## config.mk

```make
export PLATFORM = sky130hd
export DESIGN_NAME = branch_predictor_bht
export DESIGN_NICKNAME = d
export VERILOG_FILES = /design/src/rtl/branch_predictor_bht_pkg.sv /design/src/rtl/bht_sat_counter.sv /design/src/rtl/branch_predictor_bht.sv
export SDC_FILE = /design/constraint.sdc
export NUM_CORES = 1
export LEC_CHECK = 0
export CAP_MARGIN = 20
export CORE_MARGIN = 8
export CORE_UTILIZATION = 45
export CTS_CLUSTER_DIAMETER = 120
export DETAILED_ROUTE_END_ITERATION = 7
export GPL_ROUTABILITY_DRIVEN = 0
export PLACE_DENSITY = 0.77
export SYNTH_ARGS = -nofsm -noshare
export SYNTH_HDL_FRONTEND = slang
export SYNTH_SLANG_ARGS = --single-unit
```

## constraint.sdc

```tcl
create_clock -name clock -period 3.3 [get_ports clock]
set_input_delay 0.495 -clock clock [delete_from_list [all_inputs] [get_ports clock]]
set_output_delay 0.495 -clock clock [all_outputs]
set_load 0.01 [all_outputs]
```

## src/rtl/branch_predictor_bht_pkg.sv

```systemverilog
// rtl/branch_predictor_bht_pkg.sv - shared constants and entry types for the fetch-side branch predictor
package branch_predictor_bht_pkg;

    localparam int XLEN  = 32;
    localparam int CTR_W = 2;

    localparam logic [6:0] OP_BRANCH = 7'h63;
    localparam logic [6:0] OP_JAL    = 7'h6F;
    localparam logic [6:0] OP_JALR   = 7'h67;

    localparam logic [CTR_W-1:0] CTR_RESET = 2'b01;
    localparam logic [CTR_W-1:0] CTR_ALLOC = 2'b10;

    // Per-entry state that carries a reset value; tag and target live in separate plain arrays
    // because their widths follow the top-level parameters and they never need clearing.
    typedef struct packed {
        logic             valid;
        logic             jump;
        logic [CTR_W-1:0] ctr;
    } bht_meta_t;

    localparam bht_meta_t META_RESET = '{valid: 1'b0, jump: 1'b0, ctr: CTR_RESET};

    function automatic logic is_ctl_op(input logic [6:0] op);
        return (op == OP_BRANCH) || (op == OP_JAL) || (op == OP_JALR);
    endfunction

endpackage

```

## src/rtl/bht_sat_counter.sv

```systemverilog
// rtl/bht_sat_counter.sv - 2-bit saturating up/down counter, next-state only
module bht_sat_counter
    import branch_predictor_bht_pkg::*;
(
    input  logic [CTR_W-1:0] ctr,
    input  logic             inc,
    output logic [CTR_W-1:0] ctr_next
);

    // Step toward strongly-taken on inc, strongly-not-taken otherwise, holding at the ends
    always_comb begin
        ctr_next = ctr;
        if (inc) begin
            if (ctr != 2'b11) begin
                ctr_next = ctr + 2'd1;
            end
        end else if (ctr != 2'b00) begin
            ctr_next = ctr - 2'd1;
        end
    end

endmodule

```

## src/rtl/branch_predictor_bht.sv

```systemverilog
// rtl/branch_predictor_bht.sv - direct-mapped BTB with 2-bit counters, mispredict redirect and statistics
module branch_predictor_bht
    import branch_predictor_bht_pkg::*;
#(
    parameter int IDX_W = 4,
    parameter int TAG_W = 8,
    parameter int CNT_W = 16
) (
    input  logic             clock,
    input  logic             reset_n,
    input  logic             clear,
    input  logic [XLEN-1:0]  f_pc,
    output logic             f_predTaken,
    output logic [XLEN-1:0]  f_predTarget,
    input  logic             u_valid,
    input  logic [XLEN-1:0]  u_pc,
    input  logic [6:0]       u_opCode,
    input  logic             u_taken,
    input  logic [XLEN-1:0]  u_target,
    input  logic             u_predTaken,
    input  logic [XLEN-1:0]  u_predTarget,
    output logic             mispredict,
    output logic [XLEN-1:0]  redirect_pc,
    output logic [CNT_W-1:0] branch_cnt,
    output logic [CNT_W-1:0] miss_cnt
);

    localparam int ENTRIES = 1 << IDX_W;

    bht_meta_t       meta_q   [ENTRIES];
    logic [TAG_W-1:0] tag_q    [ENTRIES];
    logic [XLEN-1:0]  target_q [ENTRIES];

    logic [IDX_W-1:0] f_idx;
    logic [TAG_W-1:0] f_tag;
    logic [IDX_W-1:0] u_idx;
    logic [TAG_W-1:0] u_tag;
    logic             f_hit;
    logic             u_ctl;
    logic             u_hit;
    logic             m_d;
    logic [CTR_W-1:0] ctr_next;

    assign f_idx = f_pc[IDX_W+1:2];
    assign f_tag = f_pc[IDX_W+TAG_W+1:IDX_W+2];
    assign u_idx = u_pc[IDX_W+1:2];
    assign u_tag = u_pc[IDX_W+TAG_W+1:IDX_W+2];

    // Fetch lookup reads the registered table only, so a same-cycle update is not visible yet
    always_comb begin
        f_hit        = meta_q[f_idx].valid && (tag_q[f_idx] == f_tag);
        f_predTaken  = f_hit && (meta_q[f_idx].jump || meta_q[f_idx].ctr[1]);
        f_predTarget = f_predTaken ? target_q[f_idx] : (f_pc + 32'd4);
    end

    // Resolve-side decode: which updates count, which hit, and whether fetch guessed wrong
    always_comb begin
        u_ctl = u_valid && is_ctl_op(u_opCode);
        u_hit = meta_q[u_idx].valid && (tag_q[u_idx] == u_tag);
        m_d   = u_ctl && ((u_predTaken != u_taken) ||
                          (u_taken && (u_predTarget != u_target)));
    end

    bht_sat_counter u_ctr (
        .ctr      (meta_q[u_idx].ctr),
        .inc      (u_taken),
        .ctr_next (ctr_next)
    );

    // Valid/jump/counter state: clear wins over a same-cycle update, and a not-taken miss leaves the table alone
    always_ff @(posedge clock or negedge reset_n) begin
        if (!reset_n) begin
            for (int i = 0; i < ENTRIES; i++) begin
                meta_q[i] <= META_RESET;
            end
        end else if (clear) begin
            for (int i = 0; i < ENTRIES; i++) begin
                meta_q[i].valid <= 1'b0;
            end
        end else if (u_ctl) begin
            if (u_hit) begin
                meta_q[u_idx].ctr <= ctr_next;
            end else if (u_taken) begin
                meta_q[u_idx] <= '{valid: 1'b1,
                                   jump:  (u_opCode != OP_BRANCH),
                                   ctr:   CTR_ALLOC};
            end
        end
    end

    // Tag and target payload; only meaningful behind a set valid bit, so no reset is needed
    always_ff @(posedge clock) begin
        if (!clear && u_ctl && u_taken) begin
            tag_q[u_idx]    <= u_tag;
            target_q[u_idx] <= u_target;
        end
    end

    // Registered redirect pulse; redirect_pc holds its last value between mispredicts
    always_ff @(posedge clock or negedge reset_n) begin
        if (!reset_n) begin
            mispredict  <= 1'b0;
            redirect_pc <= '0;
        end else begin
            mispredict <= m_d;
            if (m_d) begin
                redirect_pc <= u_taken ? u_target : (u_pc + 32'd4);
            end
        end
    end

    // Saturating statistics, unaffected by clear
    always_ff @(posedge clock or negedge reset_n) begin
        if (!reset_n) begin
            branch_cnt <= '0;
            miss_cnt   <= '0;
        end else begin
            if (u_ctl && (branch_cnt != '1)) begin
                branch_cnt <= branch_cnt + 1'b1;
            end
            if (m_d && (miss_cnt != '1)) begin
                miss_cnt <= miss_cnt + 1'b1;
            end
        end
    end

endmodule

```

# Word level (Yosys, flattened, before mapping)
# Memories as Yosys holds them, arrays and structs flattened.
# Cells that the tools add are included.
# W data, S select, Z words.
# word_totals
ram_bits,640
word_cells,137
in_bits,141
reg_bits,129
out_inout_bits,98
n_memories,2
# mem_list
memory,words,width,rd,rd_clocked_by_memory_dff,wr,line,text
target_q,16,32,1,0,1,branch_predictor_bht.sv:32,logic [XLEN-1:0] target_q [ENTRIES];
tag_q,16,8,2,0,1,branch_predictor_bht.sv:31,logic [TAG_W-1:0] tag_q [ENTRIES];
# classes
n_addsub,6
order_cmp,3
bitwise_logic,3
n_reduce_logical,22
n_mux,38
eq_ne,11
# ops
op,count
$mux W64,3
$bwmux W64,2
$add A32 B3 Y32 const B,2
$mux W32,2
$add A16 B1 Y16 const B,2
$bmux W4 S4,2
$demux W4 S4,2
$ne A16 B16 Y1 const B,2
$ne A32 B32 Y1,1
$eq A7 B7 Y1 const B,3
$mux W4,5
$mux W1,18
$eq A8 B8 Y1,2
$logic_and A1 B1 Y1,11
$ge A5 B5 Y1 const B,2
$not A4 Y5,2
$mux W2,4
$ne A7 B7 Y1 const B,1
$reduce_bool A2 Y1,3
$lt A5 B1 Y1 const B,1
$logic_or A1 B1 Y1,4
$reduce_and A3 Y1,1
$reduce_bool A3 Y1,1
$add A2 B1 Y2 const B,1
other kinds (6),6

# Logic depth before layout (Yosys ltp)
# logic_depth
ltp_word,11
mapped_depth,13

# Hierarchy
# Synthesis repeated with hierarchy kept, for this count alone.
# hier_totals
cells_unflattened,1876
area_unflattened_um2,33324.5
# modules_own_cells
mod,cells_each,area_each_um2,n_inst
branch_predictor_bht,1873,33298.2,1
bht_sat_counter,3,26.3,1

# Least setup slack after synthesis
# OpenSTA, ideal clock, no wires.
# synth_path
path_type,input to register
start,in u_pc[4]
end,"mem tag_q[12][0], enable pin"
arrival_time_ns,3.389
slack_ns,-0.528
path_buffers,4
stages,7
required_ns,2.861
path_cell_list,buf_4 buf_4 buf_2 and2_1 clkbuf_1 nand2_1 nor2_1
# synth_lines
element,line,text
from (decl),branch_predictor_bht.sv:16,"input logic [XLEN-1:0] u_pc,"
to (decl),branch_predictor_bht.sv:31,
# Straight into the memory's write port.

==> results_dict.tcl <==
set metrics [dict create \
    antenna_found_initial 7 \
    cts_buffer_depth 3 \
    drc_errors 0 \
    syn_nets 2074 \
    ys_seq_elements 769 \
    num-nets-final 2537 \
    path_clk_slew_ps 60 \
    fin_tns_setup_ps -24900 \
    synth_top_area_share_pct 57.41 \
    worstMarginPinSlew_ps 866.1 \
    maxSlewHeadroom_pct 42.26 \
    overflow 0 \
    placementRows 100 \
    dp_hpwl_microns 66210 \
    synth.most_common_cell "edfxtp_1" \
    yosysUniqueCellTypes 61 \
    cts_buffers 81 \
    cp_slowest_cell "mux4_2" \
    num-fill-cells 5442 \
    synth_area_per_cell_sq_um 17.38 \
    slowest_delay_ps 500 \
    wl_per_cell_microns 29.65 \
    htree_levels 3 \
    finalSetupViolCount 33 \
    seq_area_frac_synth_pct 67.11 \
    critPathBufInv 4 \
    coreArea_sq_mm 0.07407 \
    via_count 21050 \
    period_needed_ps 4101 \
    viasPerCell 6.147 \
    fp.dieH_microns 288.7 \
    syn-instance-count 1926 \
    multiInputGateArea_sq_mm 0.01060 \
    p_leak_uw 0.01454 \
    crit_required_ps 2800 \
    first_pass_iters 5 \
    synth_area_sq_mm 0.03348 \
    ys.flop_type "edfxtp_1" \
    synth_edf_count 640 \
    pre_cts_ws_ps -839.0 \
    cp_top_family "multiplexers" \
    initial_core_util_pct 45.19 \
    cts_tree "built" \
    finClkSkew_ps 25.49 \
    final_max_slew_viol_count 0 \
    hold_violations 0 \
    final_antenna_net_count 0 \
    yosysTopAreaCell "edfxtp_1" \
    drive_above_1_share_pct 30.47 \
    critPathLaunchType "flop" \
    worst_slack_ps -801.0 \
    worstPathCellList "mux4_2 > and2_4 > a211oi_4 > a21oi_2 > xnor2_1 > o211ai_1 > nor3_4 > buf_6 > buf_12 > buf_12 > mux2_4 > buf_6" \
    place_area_sq_mm 0.03900 \
    first_iter_violations 2918 \
    grt_setup_unrepaired "yes" \
    finalCritPeriodShare_pct 124.3 \
    clockRootBuffer "clkbuf_16" \
    yosysWarnings 0 \
    crit_fanout 7 \
    status "finished, violations left" \
    die_w_microns 288.7 \
    peakVddDrop_v 0.0003198 \
    grt_pass1_vias 21500 \
    timing.fmax_mhz 243.8 \
    power.density_mw_per_mm2 514.8 \
    port_buffers 238 \
    grt_pass1_wl_microns 145300 \
    clock_latency_ps 630 \
    area_delta_synth_final_pct 25.62 \
    regArea_sq_mm 0.02247 \
    grt_max_degree 81 \
    p_total_uw 21650 \
    violations "negative setup slack" \
    synthTopCellsByCount "640 x edfxtp_1, 227 x mux4_2, 113 x dfrtp_1" \
    clock_sinks 769 \
    finalWirelength_microns 101600 \
    synthArstFlopShare_pct 16.78 \
    ios 239 \
    worstHoldPathType "flop to flop" \
    final_area_sq_mm 0.04205 \
    die-area_sq_mm 0.08337 \
    track_usage_pct 23.80 \
    max-cap-violations 0 \
    crit_arrival_ps 3610 \
    cp-end-kind "output port" \
    synthTopCellsByArea "edfxtp_1 57%, mux4_2 15%, dfrtp_1 8.4%, xnor2_1 2.6%, mux2_2 1.9%" \
    critical_path_class "flop to output port" \
]
where the power goes:
group / internal [uW] / leakage [uW] / total, uW / switching [uW]
combinational: 920 / 0.00587 / 1880 / 965
sequential: 10600 / 0.00738 / 10700 / 56.0
clock: 5290 / 0.00130 / 9110 / 3820
total: 16800 / 0.0145 / 21600 / 4840
stage by stage:
stage / hold WS [ps] / utilization (%) / cells
6_report: 480.1 / 56.77 / 3425
5_1_grt: 512.4 / 56.77 / 3424
4_1_cts: 463.5 / 56.42 / 3417
3_5_place_dp: 469.6 / 52.66 / 3263
3_3_place_gp: 465.4 / 52.66 / 3263
2_1_floorplan: 199.4 / - / 1926
per-layer routing:
metal,GRT usage (%),vias to the layer above,part of all wire [%]
met5,0,-,0
met4,7.896,0,3.4
met3,5.490,209,11
met2,38.27,1468,48
met1,32.01,10790,38
li1,-,8585,-
timing repair:
action / in CTS / in global routing
gates cloned: 1 / 1
hold endpoints to repair: 56 / 0
resized for setup: 112 / 108
setup buffers: 3 / 8
pin swaps: 6 / 5
hold buffers: 1 / 0
endpoints found under the setup margin: 33 / 50
cell usage in the layout (no fill, tap or decap), types with 16 or more instances in the layout:
cell type | Yosys | routed
nand2_1 | 96 | 96
dfstp_2 | 16 | 16
buf_4 | 11 | 200
a31oi_1 | 18 | 18
a21oi_1 | 42 | 40
nor2_4 | 1 | 17
inv_1 | 46 | 46
mux2i_1 | 35 | 35
o21ai_0 | 36 | 36
xnor2_1 | 98 | 97
mux4_2 | 227 | 227
nand4_1 | 33 | 33
o22ai_1 | 21 | 21
clkbuf_1 | 52 | 22
nand3_1 | 35 | 34
a22o_1 | 19 | 19
nor2_1 | 101 | 85
a22oi_1 | 19 | 19
clkdlybuf4s50_1 | 0 | 197
mux2_2 | 56 | 27
mux2_4 | 0 | 32
nand2b_1 | 19 | 19
xor2_1 | 38 | 38
buf_6 | 4 | 37
buf_12 | 0 | 47
edfxtp_1 | 640 | 640
clkbuf_16 | 0 | 84
dfrtp_1 | 113 | 113
cell families after synthesis:
logic type,Yosys count,share of synthesized area (%)
flip-flops,769,67.11
multiplexers,321,18.30
buffers and inverters,157,2.086
AO/OA/AOI/OAI,194,3.794
adder cells (fa/ha/maj),8,0.2915
AND/OR/NAND/NOR,341,4.855
XOR/XNOR,136,3.558
worst paths after layout:
path | depth (start not counted) | slack (ps) | startpoint | to
worst max register to register | 9 | 370 | tag_q[8][5] | meta_q[52]
min in group asynchronous | 2 | 490 | reset_n | redirect_pc[10]
worst min register to register | 2 | 480 | redirect_pc[26] | redirect_pc[26]
worst max-delay path | 12 | -800 | tag_q[0][1] | f_predTarget[26]
worst min-delay path | 2 | 480 | redirect_pc[26] | redirect_pc[26]
max in group asynchronous | 3 | 1830 | reset_n | meta_q[56]
state kept, by name (all words and copies together), names as in the netlist:
register / flops
branch_cnt: 16
redirect_pc: 32
meta_q: 64
target_q: 512
miss_cnt: 16
tag_q: 128
mispredict: 1
layout make-up:
class | count | area share [%]
diodes | 1 | 0.005951
inverters | 48 | 0.4285
repair buffers | 489 | 11.72
clock buffers | 115 | 5.463
clock inverters | 34 | 0.8569
flip-flops and latches | 769 | 53.43
multi-input cells | 1000 | 25.22
well taps | 969 | 2.883
worst min-delay path, cell delays in order, from the launching register on:
cell	delay, ps
dfrtp_1	340
nand2_1	40
o21ai_0	60
No activity file was read; power rests on OpenSTA's default activity.
